[src/rtl/img_pkt_rx.sv]
// img_pkt_rx: parses the UART photo-upload stream into a W/H header and
// 12-bit RGB444 pixels, checksummed per block and released only when good.
// Ports:
//   i_clk_sys, i_rst        clock, synchronous active-high reset
//   i_rx_data, i_rx_done    received byte and its one-cycle strobe
//   i_enable                image-receive mode; low forces IDLE
//   o_width, o_height       accepted header dimensions
//   o_pix, o_pix_valid      released pixel {R,G,B} and strobe
//   o_pix_cnt               pixels released in the current frame
//   o_ack_data, o_ack_valid reply byte (0x06 ACK / 0x15 NAK) and strobe
//   o_busy                  frame in progress
//   o_frame_done, o_err     completion and error pulses
module img_pkt_rx #(
  parameter int MAX_W       = 200,
  parameter int MAX_H       = 185,
  parameter int BLK_PIX     = 64,
  parameter int TIMEOUT_CYC = 5000000
) (
  input  logic        i_clk_sys,
  input  logic        i_rst,
  input  logic [7:0]  i_rx_data,
  input  logic        i_rx_done,
  input  logic        i_enable,
  output logic [7:0]  o_width,
  output logic [7:0]  o_height,
  output logic [11:0] o_pix,
  output logic        o_pix_valid,
  output logic [15:0] o_pix_cnt,
  output logic [7:0]  o_ack_data,
  output logic        o_ack_valid,
  output logic        o_busy,
  output logic        o_frame_done,
  output logic        o_err
);

  localparam int IW = (BLK_PIX > 1) ? $clog2(BLK_PIX) : 1;
  localparam int TW = $clog2(TIMEOUT_CYC + 1);
  localparam logic [7:0] LP_MAX_W = 8'(MAX_W);
  localparam logic [7:0] LP_MAX_H = 8'(MAX_H);
  localparam logic [7:0] LP_BLK = 8'(BLK_PIX);
  localparam logic [TW-1:0] LP_TO_LAST = TW'(TIMEOUT_CYC - 1);
  localparam logic [7:0] LP_ACK = 8'h06;
  localparam logic [7:0] LP_NAK = 8'h15;

  typedef enum logic [3:0] {
    S_IDLE,
    S_SYNC0,
    S_SYNC1,
    S_GET_W,
    S_GET_H,
    S_PIX_HI,
    S_PIX_LO,
    S_CHK,
    S_DRAIN,
    S_DONE
  } state_t;

  state_t r_state;
  state_t w_next;

  logic          r_armed;
  logic [7:0]    r_hold;
  logic          r_hold_vld;
  logic [7:0]    r_wtmp;
  logic [3:0]    r_hi;
  logic [7:0]    r_sum;
  logic [7:0]    r_k;
  logic [7:0]    r_blk_n;
  logic [15:0]   r_wh;
  logic [TW-1:0] r_to;
  logic [11:0]   r_buf [BLK_PIX];

  logic [7:0]  r_width;
  logic [7:0]  r_height;
  logic [11:0] r_pix;
  logic        r_pix_valid;
  logic [15:0] r_pix_cnt;
  logic [7:0]  r_ack_data;
  logic        r_ack_valid;
  logic        r_frame_done;
  logic        r_err;

  logic        w_bv;
  logic [7:0]  w_b;
  logic [15:0] w_rem;
  logic [7:0]  w_n;
  logic        w_timed;
  logic        w_tmo;
  logic        w_hdr_ok;
  logic        w_ack;
  logic        w_nak;
  logic        w_err;
  logic        w_drain;
  logic        w_done;
  logic        w_hdr_acc;
  logic        w_px_wr;
  logic        w_blk_clr;
  logic        w_sum_add;

  // A byte held during DRAIN takes priority over a live strobe.
  assign w_bv = (r_state != S_DRAIN) && (r_hold_vld || i_rx_done);
  assign w_b  = r_hold_vld ? r_hold : i_rx_data;

  // Only the final block of a frame may be short.
  assign w_rem = r_wh - r_pix_cnt;
  assign w_n   = (w_rem >= 16'(BLK_PIX)) ? LP_BLK : w_rem[7:0];

  assign w_timed = (r_state == S_PIX_HI) ||
                   (r_state == S_PIX_LO) ||
                   (r_state == S_CHK);
  assign w_tmo = w_timed && !w_bv && (r_to == LP_TO_LAST);

  assign w_hdr_ok = (r_wtmp != 8'd0) && (r_wtmp <= LP_MAX_W) &&
                    (w_b != 8'd0) && (w_b <= LP_MAX_H);

  always_comb begin
    w_next    = r_state;
    w_ack     = 1'b0;
    w_nak     = 1'b0;
    w_err     = 1'b0;
    w_drain   = 1'b0;
    w_done    = 1'b0;
    w_hdr_acc = 1'b0;
    w_px_wr   = 1'b0;
    w_blk_clr = 1'b0;
    w_sum_add = 1'b0;
    if (!i_enable) begin
      w_next = S_IDLE;
    end else begin
      unique case (r_state)
        S_IDLE: begin
          if (r_armed) w_next = S_SYNC0;
        end
        S_SYNC0: begin
          if (w_bv && w_b == 8'hA5) w_next = S_SYNC1;
        end
        S_SYNC1: begin
          if (w_bv)
            w_next = (w_b == 8'h5A) ? S_GET_W : S_SYNC0;
        end
        S_GET_W: begin
          if (w_bv) w_next = S_GET_H;
        end
        S_GET_H: begin
          if (w_bv) begin
            if (w_hdr_ok) begin
              w_ack     = 1'b1;
              w_hdr_acc = 1'b1;
              w_next    = S_PIX_HI;
            end else begin
              w_nak  = 1'b1;
              w_err  = 1'b1;
              w_next = S_SYNC0;
            end
          end
        end
        S_PIX_HI: begin
          if (w_tmo) begin
            w_err     = 1'b1;
            w_blk_clr = 1'b1;
          end else if (w_bv) begin
            w_sum_add = 1'b1;
            w_next    = S_PIX_LO;
          end
        end
        S_PIX_LO: begin
          if (w_tmo) begin
            w_err     = 1'b1;
            w_blk_clr = 1'b1;
            w_next    = S_PIX_HI;
          end else if (w_bv) begin
            w_sum_add = 1'b1;
            w_px_wr   = 1'b1;
            w_next = (r_k == w_n - 8'd1) ? S_CHK : S_PIX_HI;
          end
        end
        S_CHK: begin
          if (w_tmo) begin
            w_err     = 1'b1;
            w_blk_clr = 1'b1;
            w_next    = S_PIX_HI;
          end else if (w_bv) begin
            w_blk_clr = 1'b1;
            if (w_b == r_sum) begin
              w_ack  = 1'b1;
              w_next = S_DRAIN;
            end else begin
              w_nak  = 1'b1;
              w_err  = 1'b1;
              w_next = S_PIX_HI;
            end
          end
        end
        S_DRAIN: begin
          w_drain = 1'b1;
          if (r_k == r_blk_n - 8'd1)
            w_next = (r_pix_cnt + 16'd1 == r_wh) ?
                     S_DONE : S_PIX_HI;
        end
        S_DONE: begin
          w_done = 1'b1;
          w_next = S_IDLE;
        end
        default: w_next = S_IDLE;
      endcase
    end
  end

  always_ff @(posedge i_clk_sys) begin
    if (w_px_wr) r_buf[r_k[IW-1:0]] <= {r_hi, w_b};
  end

  always_ff @(posedge i_clk_sys) begin
    if (i_rst) begin
      r_state      <= S_IDLE;
      r_armed      <= 1'b1;
      r_hold       <= 8'd0;
      r_hold_vld   <= 1'b0;
      r_wtmp       <= 8'd0;
      r_hi         <= 4'd0;
      r_sum        <= 8'd0;
      r_k          <= 8'd0;
      r_blk_n      <= 8'd0;
      r_wh         <= 16'd0;
      r_to         <= '0;
      r_width      <= 8'd0;
      r_height     <= 8'd0;
      r_pix        <= 12'd0;
      r_pix_valid  <= 1'b0;
      r_pix_cnt    <= 16'd0;
      r_ack_data   <= 8'd0;
      r_ack_valid  <= 1'b0;
      r_frame_done <= 1'b0;
      r_err        <= 1'b0;
    end else begin
      r_state      <= w_next;
      r_ack_valid  <= w_ack | w_nak;
      r_err        <= w_err;
      r_frame_done <= w_done;
      r_pix_valid  <= w_drain;

      // Re-entry after DONE needs enable to have been seen low.
      if (!i_enable) r_armed <= 1'b1;
      else if (w_done) r_armed <= 1'b0;

      if (!i_enable || r_state == S_IDLE ||
          r_state == S_DONE) begin
        r_hold_vld <= 1'b0;
      end else if (r_state == S_DRAIN) begin
        if (i_rx_done) begin
          r_hold     <= i_rx_data;
          r_hold_vld <= 1'b1;
        end
      end else if (r_hold_vld) begin
        if (i_rx_done) r_hold <= i_rx_data;
        else r_hold_vld <= 1'b0;
      end

      if (w_ack) r_ack_data <= LP_ACK;
      else if (w_nak) r_ack_data <= LP_NAK;

      if (r_state == S_GET_W && w_bv) r_wtmp <= w_b;

      if (w_hdr_acc) begin
        r_width   <= r_wtmp;
        r_height  <= w_b;
        r_wh      <= 16'(r_wtmp) * 16'(w_b);
        r_pix_cnt <= 16'd0;
      end

      if (r_state == S_PIX_HI && w_sum_add) r_hi <= w_b[3:0];

      if (w_blk_clr || w_hdr_acc || !i_enable) begin
        r_sum <= 8'd0;
        r_k   <= 8'd0;
      end else begin
        if (w_sum_add) r_sum <= r_sum + w_b;
        if (w_px_wr) r_k <= r_k + 8'd1;
        if (w_drain) begin
          r_pix     <= r_buf[r_k[IW-1:0]];
          r_pix_cnt <= r_pix_cnt + 16'd1;
          r_k <= (r_k == r_blk_n - 8'd1) ? 8'd0 : r_k + 8'd1;
        end
      end

      // Block size is frozen while draining since o_pix_cnt moves.
      if (r_state != S_DRAIN) r_blk_n <= w_n;

      if (w_timed && !w_bv && !w_tmo) r_to <= r_to + 1'b1;
      else r_to <= '0;
    end
  end

  assign o_width      = r_width;
  assign o_height     = r_height;
  assign o_pix        = r_pix;
  assign o_pix_valid  = r_pix_valid;
  assign o_pix_cnt    = r_pix_cnt;
  assign o_ack_data   = r_ack_data;
  assign o_ack_valid  = r_ack_valid;
  assign o_frame_done = r_frame_done;
  assign o_err        = r_err;
  assign o_busy       = (r_state != S_IDLE) && (r_state != S_DONE);

endmodule

[config.mk]
export PLATFORM = sky130hd
export DESIGN_NAME = img_pkt_rx
export DESIGN_NICKNAME = d
export VERILOG_FILES = /design/src/rtl/img_pkt_rx.sv
export SDC_FILE = /design/constraint.sdc
export NUM_CORES = 1
export LEC_CHECK = 0
export ABC_AREA = 1
export BUFFER_PORTS_ARGS = -buffer_cell sky130_fd_sc_hd__buf_2
export CORE_ASPECT_RATIO = 0.9
export CORE_MARGIN = 3
export CORE_UTILIZATION = 50
export CTS_CLUSTER_DIAMETER = 50
export CTS_CLUSTER_SIZE = 8
export DETAILED_ROUTE_END_ITERATION = 6
export PLACE_DENSITY = 0.66
export SETUP_SLACK_MARGIN = 0.02
export SLEW_MARGIN = 20
export SYNTH_ARGS = -nofsm -noshare
export SYNTH_HDL_FRONTEND = slang
export SYNTH_SLANG_ARGS = --single-unit
[constraint.sdc]
create_clock -name i_clk_sys -period 16.7 [get_ports i_clk_sys]
set_clock_uncertainty 0.2 [all_clocks]
set_input_delay 4.175 -clock i_clk_sys [delete_from_list [all_inputs] [get_ports i_clk_sys]]
set_output_delay 4.175 -clock i_clk_sys [all_outputs]
set_load 0.01 [all_outputs]
Yosys cells after proc, flatten, opt, wreduce, memory -nomap -nowiden. Memories as Yosys holds them, arrays and structs flattened. A register that Yosys moved wholly into a read port is not among the register bits. Index checks and enable logic that the tools add are counted. Widths: inputs -> output; s select.

Bits in registers: 128. Bits in latches: 0. RAM bits: 768. Memory bits (read-only): 0. Bits of input ports: 12. Logic and storage cells: 172. Memories: 1.

Add/sub/neg operators: 7. Multipliers: 1. Divide/modulo/power cells: 0. Magnitude comparators: 3. Eq/ne operators: 29. Shift-type cells: 0. Multiplexer cells: 69. Bitwise gates (word level): 5. Reduce and logical (&&, ||, !) cells: 37.

Memories: r_buf (depth 64, width 12, rd ports 1, clocked after memory_dff 1, write ports 1, line 71) `logic [11:0] r_buf [BLK_PIX];`.

Operators by type and width (number): $mux 8 (8); $mux 4 (14); $mux 16 (3); $pmux 4 s9 (1); $mux 1 (34); $eq 8x8->1 (3); $add 23x1->23 const B (1); $eq 23x23->1 const B (1); $add 16x1->16 const B (1); $eq 16x16->1 (1); $eq 4x3->1 const B (4); $ge 16x7->1 const B (1); $le 8x8->1 const B (2); $mul 8x8->16 (1); $ne 2x2->1 const B (8); $reduce_bool 8->1 (2); $sub 16x16->16 (1); $sub 8x1->8 const B (2); $reduce_or 2->1 (6); $logic_and 1x1->1 (11); $reduce_and 10->1 (1); $mux 3 (3); $add 8x1->8 const B (1); $add 8x8->8 (1); other kinds (19) (40).

Longest topological paths before layout.
Depth after elaboration: 12. Gate-level depth with buffers: 28.

Worst setup path before layout. OpenSTA, ideal clock, no wires.

Path type: input port to flip-flop. From: in i_rx_data[5]. To: reg r_wh[15]. Arrival: 9246 ps. Data required time: 16380 ps. Path slack: 7134 ps. Stages: 24. Path buffers: 1. Cells stage by stage: o21a_1 -> clkbuf_1 -> nand2_1 -> fa_1 -> fa_1 -> inv_1 -> fa_1 -> inv_1 -> fa_1 -> inv_1 -> ha_1 -> nand2_1 -> nand2_1 -> a21oi_1 -> inv_1 -> nand2_1 -> nand2_1 -> a21oi_1 -> o21ai_0 -> a21oi_1 -> nor2_1 -> nor2_1 -> xor2_1 -> a21oi_1.

Longest elaborated chain between the ends: 8. Elaborated cells between the ends (all ways): 10. Those cells by class: mul (1); order compare (1); mux (5); reduce/logical (3).

RTL lines: start, declared (line 21) `input logic [7:0] i_rx_data,`; $mux 8 * (line 102) `assign w_b = r_hold_vld ? r_hold : i_rx_data;`; via w_b[5] (line 84) `logic [7:0] w_b;`; branches (longest 7 deep; another with $mul 8x8->16); end signal, assigned (line 267) `r_wh <= 16'(r_wtmp) * 16'(w_b);`; end, declared (line 69) `logic [15:0] r_wh;`.

Mark *: on every way through the listed nets, which the timed path passes. A chain may end at the register's enable or synchronous reset.

Final worst setup path.
From: in i_rx_data[2]. To: reg r_wh[15].

The elaborated chain is that of the path after synthesis.

==> out/qor.txt <==
Buffer count from post-CTS setup fixing = 0
Worst VDD drop = 0.1056 mV
Routed Antenna Nets = 0
CTS buffer count = 133
Share of cells above drive strength 1 = 12.12%
CTS tree = built
Initial detailed-routing violation count = 2763
Grt total ovfl = 0
Met2 usage in global routing = 39.26%
Syn Std Cell Area = 0.03828 mm^2
Slowest cell on the critical path = buf_4
Die height = 268.5 um
P&R area growth vs syn = 14.64%
Max-Slew Margin vs Limit = 25.64%
Final setup violation count = 0
Status = completed
Clk sinks = 908
Async SR Flop Fraction = 0%
Vias in the first global route = 25400
Crit Path Class = primary input to flop
Post-synth EDFFs = 768
Tcrit/Tclk final = 53.50%
HPWL after detailed placement = 59960 um
Setup TNS = 0 ps
Mapped Cells = 3126
Yosys warns = 0
Vias per cell = 5.924
Commonest non-fill, non-tap cell in the layout = edfxtp_1
Max-cap violations = 0
Final Hold Vio Count = 0
Routed len/inst = 23.23 um
Fin Hold WS = 251.9 ps
Routability congestion estimate = 0.9306
WP data arrival = 9310 ps
Max clock buf depth = 3
Final Max Slew Viols = 0
Final nets = 3396
Max FO, Critical Path = 72
Die Area = 0.07992 mm^2
Period minus WS final = 8935 ps
Leak = 16.26 nW
Die width = 297.7 um
Synth area leader = edfxtp_1
Slew @ Worst Pin = 1111 ps
Synth top area cells = edfxtp_1 (60%), dfxtp_1 (7.3%), nand2_1 (6.4%)
Post-CTS Resized = 0
Cell area power density = 113.0 mW/mm^2
Hold_buf cts = 0
Synth Area per Inst = 12.25 um^2
Clock Latency Late Sink = 710 ps
Pre-antenna DRT Iters = 6
RSZ-0062 raised after global routing = no
Register area share after synthesis = 67.56%
CTS clk-pin slew, worst paths = 50 ps
Largest net degree at the start of global routing = 98
Ys flop type = edfxtp_1
Most frequent cells in the layout = edfxtp_1 (768), nand2_1 (650), inv_1 (209), nor2_1 (206), dfxtp_1 (136)
Post-place setup slack = 7091 ps
Number of antenna diodes = 0
GRT Total Usage = 25.22%
Port Buffers = 64
Fmax = 111.9 MHz
Hold Crit Class = flop to flop
Initial Util = 50.88%
I/O Pins = 69
Met3 capacity usage during global routing = 4.935%
Synth Register Bits = 908
CP endpoint kind = flop
Worst path max stage delay = 590 ps
CTS H-tree depth = 4
CTS root buffer = clkbuf_16
Via count = 25820
# rows = 95
Worst Setup Start Kind = primary input
GRT busiest layer = met2
Total core area = 0.07524 mm^2
Post-route setup slack = 7765 ps
Library cells used by synthesis = 65
DRT Wirelength = 101300 um
CP required = 17070 ps
First-pass GRT wire length = 153300 um
Antenna violations before repair = 0
Drt drc = 0
Synth top area share = 60.24%
GR Util met1 = 35.56%
==> worst paths after layout <==
check / startpoint / endpoint / slack [ps] / depth (start not counted)
max: i_rx_data[2] / r_wh[15] / 7770 / 28
min: r_hold[0] / r_hold[0] / 250 / 2
max reg2reg: r_hold_vld / r_wh[15] / 10430 / 28
min reg2reg: r_hold[0] / r_hold[0] / 250 / 2
==> where the power goes <==
group | internal (mW) | total [mW] | switching, mW | leakage (nW)
sequential | 2.45 | 2.45 | 0.000738 | 8.69
combinational | 0.00856 | 0.0522 | 0.0436 | 5.72
clock | 1.51 | 2.46 | 0.949 | 1.85
==> Yosys cell counts, types with 38 or more instances <==
library cell  number
clkbuf_1          75
ha_1              63
xor2_1            47
a221oi_1          86
fa_1              38
nand2_1          651
a22oi_1          113
dfxtp_1          140
o21ai_0           67
inv_1            213
nor3_1            38
edfxtp_1         768
nand4_1          122
nor2_1           227
a21oi_1          122
a22o_1            81
nand3_1           70
==> logic make-up (layout without fill, tap and decap cells) <==
logic type	after synthesis	in the layout	share of synthesized area, %
adder cells (fa/ha/maj)	101	101	4.046
flip-flops	908	908	67.56
buffers and inverters	358	570	3.804
AO/OA/AOI/OAI	522	522	9.671
XOR/XNOR	60	60	1.392
AND/OR/NAND/NOR	1176	1176	13.51
other	1	4	0.009796
==> metal layers <==
layer / up-vias / routed length, um / part of all wire [%]
met5: - / 0 / 0
met4: 0 / 2879 / 2.8
met2: 1262 / 46360 / 46
li1: 11650 / - / -
met1: 12730 / 42520 / 42
met3: 183 / 9501 / 9.4
==> per-stage QoR <==
stage | total power, mW | std cells | area [um^2] | utilization (%)
after floorplan | 2.523 | 3129 | 38290 | -
after global placement | 2.542 | 4165 | 39980 | 53.14
after detailed placement | 2.544 | 4165 | 40010 | 53.18
after CTS | 4.988 | 4358 | 43850 | 58.28
after global routing | 5.091 | 4359 | 43890 | 58.33
final | 4.960 | 4359 | 43890 | 58.33
==> flip-flops by register name, indices dropped and copies added, names as in the netlist, 12 cells and up <==
| register | flops |
|---|---|
| o_pix_cnt | 16 |
| r_wh | 16 |
| r_to | 23 |
| r_buf | 768 |
| o_pix | 12 |
==> cell type report <==
type	count	area (um^2)
clock buffer	177	3546
clock inverter	16	296.5
fill	5936	31350
inverter	231	879.6
multi-input combinational	1863	11070
sequential	908	25870
tap	1018	1274
timing repair buffer	146	952.2
==> critical path: cells and delay by family <==
family	cells	cell delay, ps
fa+ha+maj	5	1970
buf+inv	6	1180
compound gates	7	1020
simple gates	9	790
xor+xnor	1	150
Note: power is estimated with default switching activity, not from simulation.
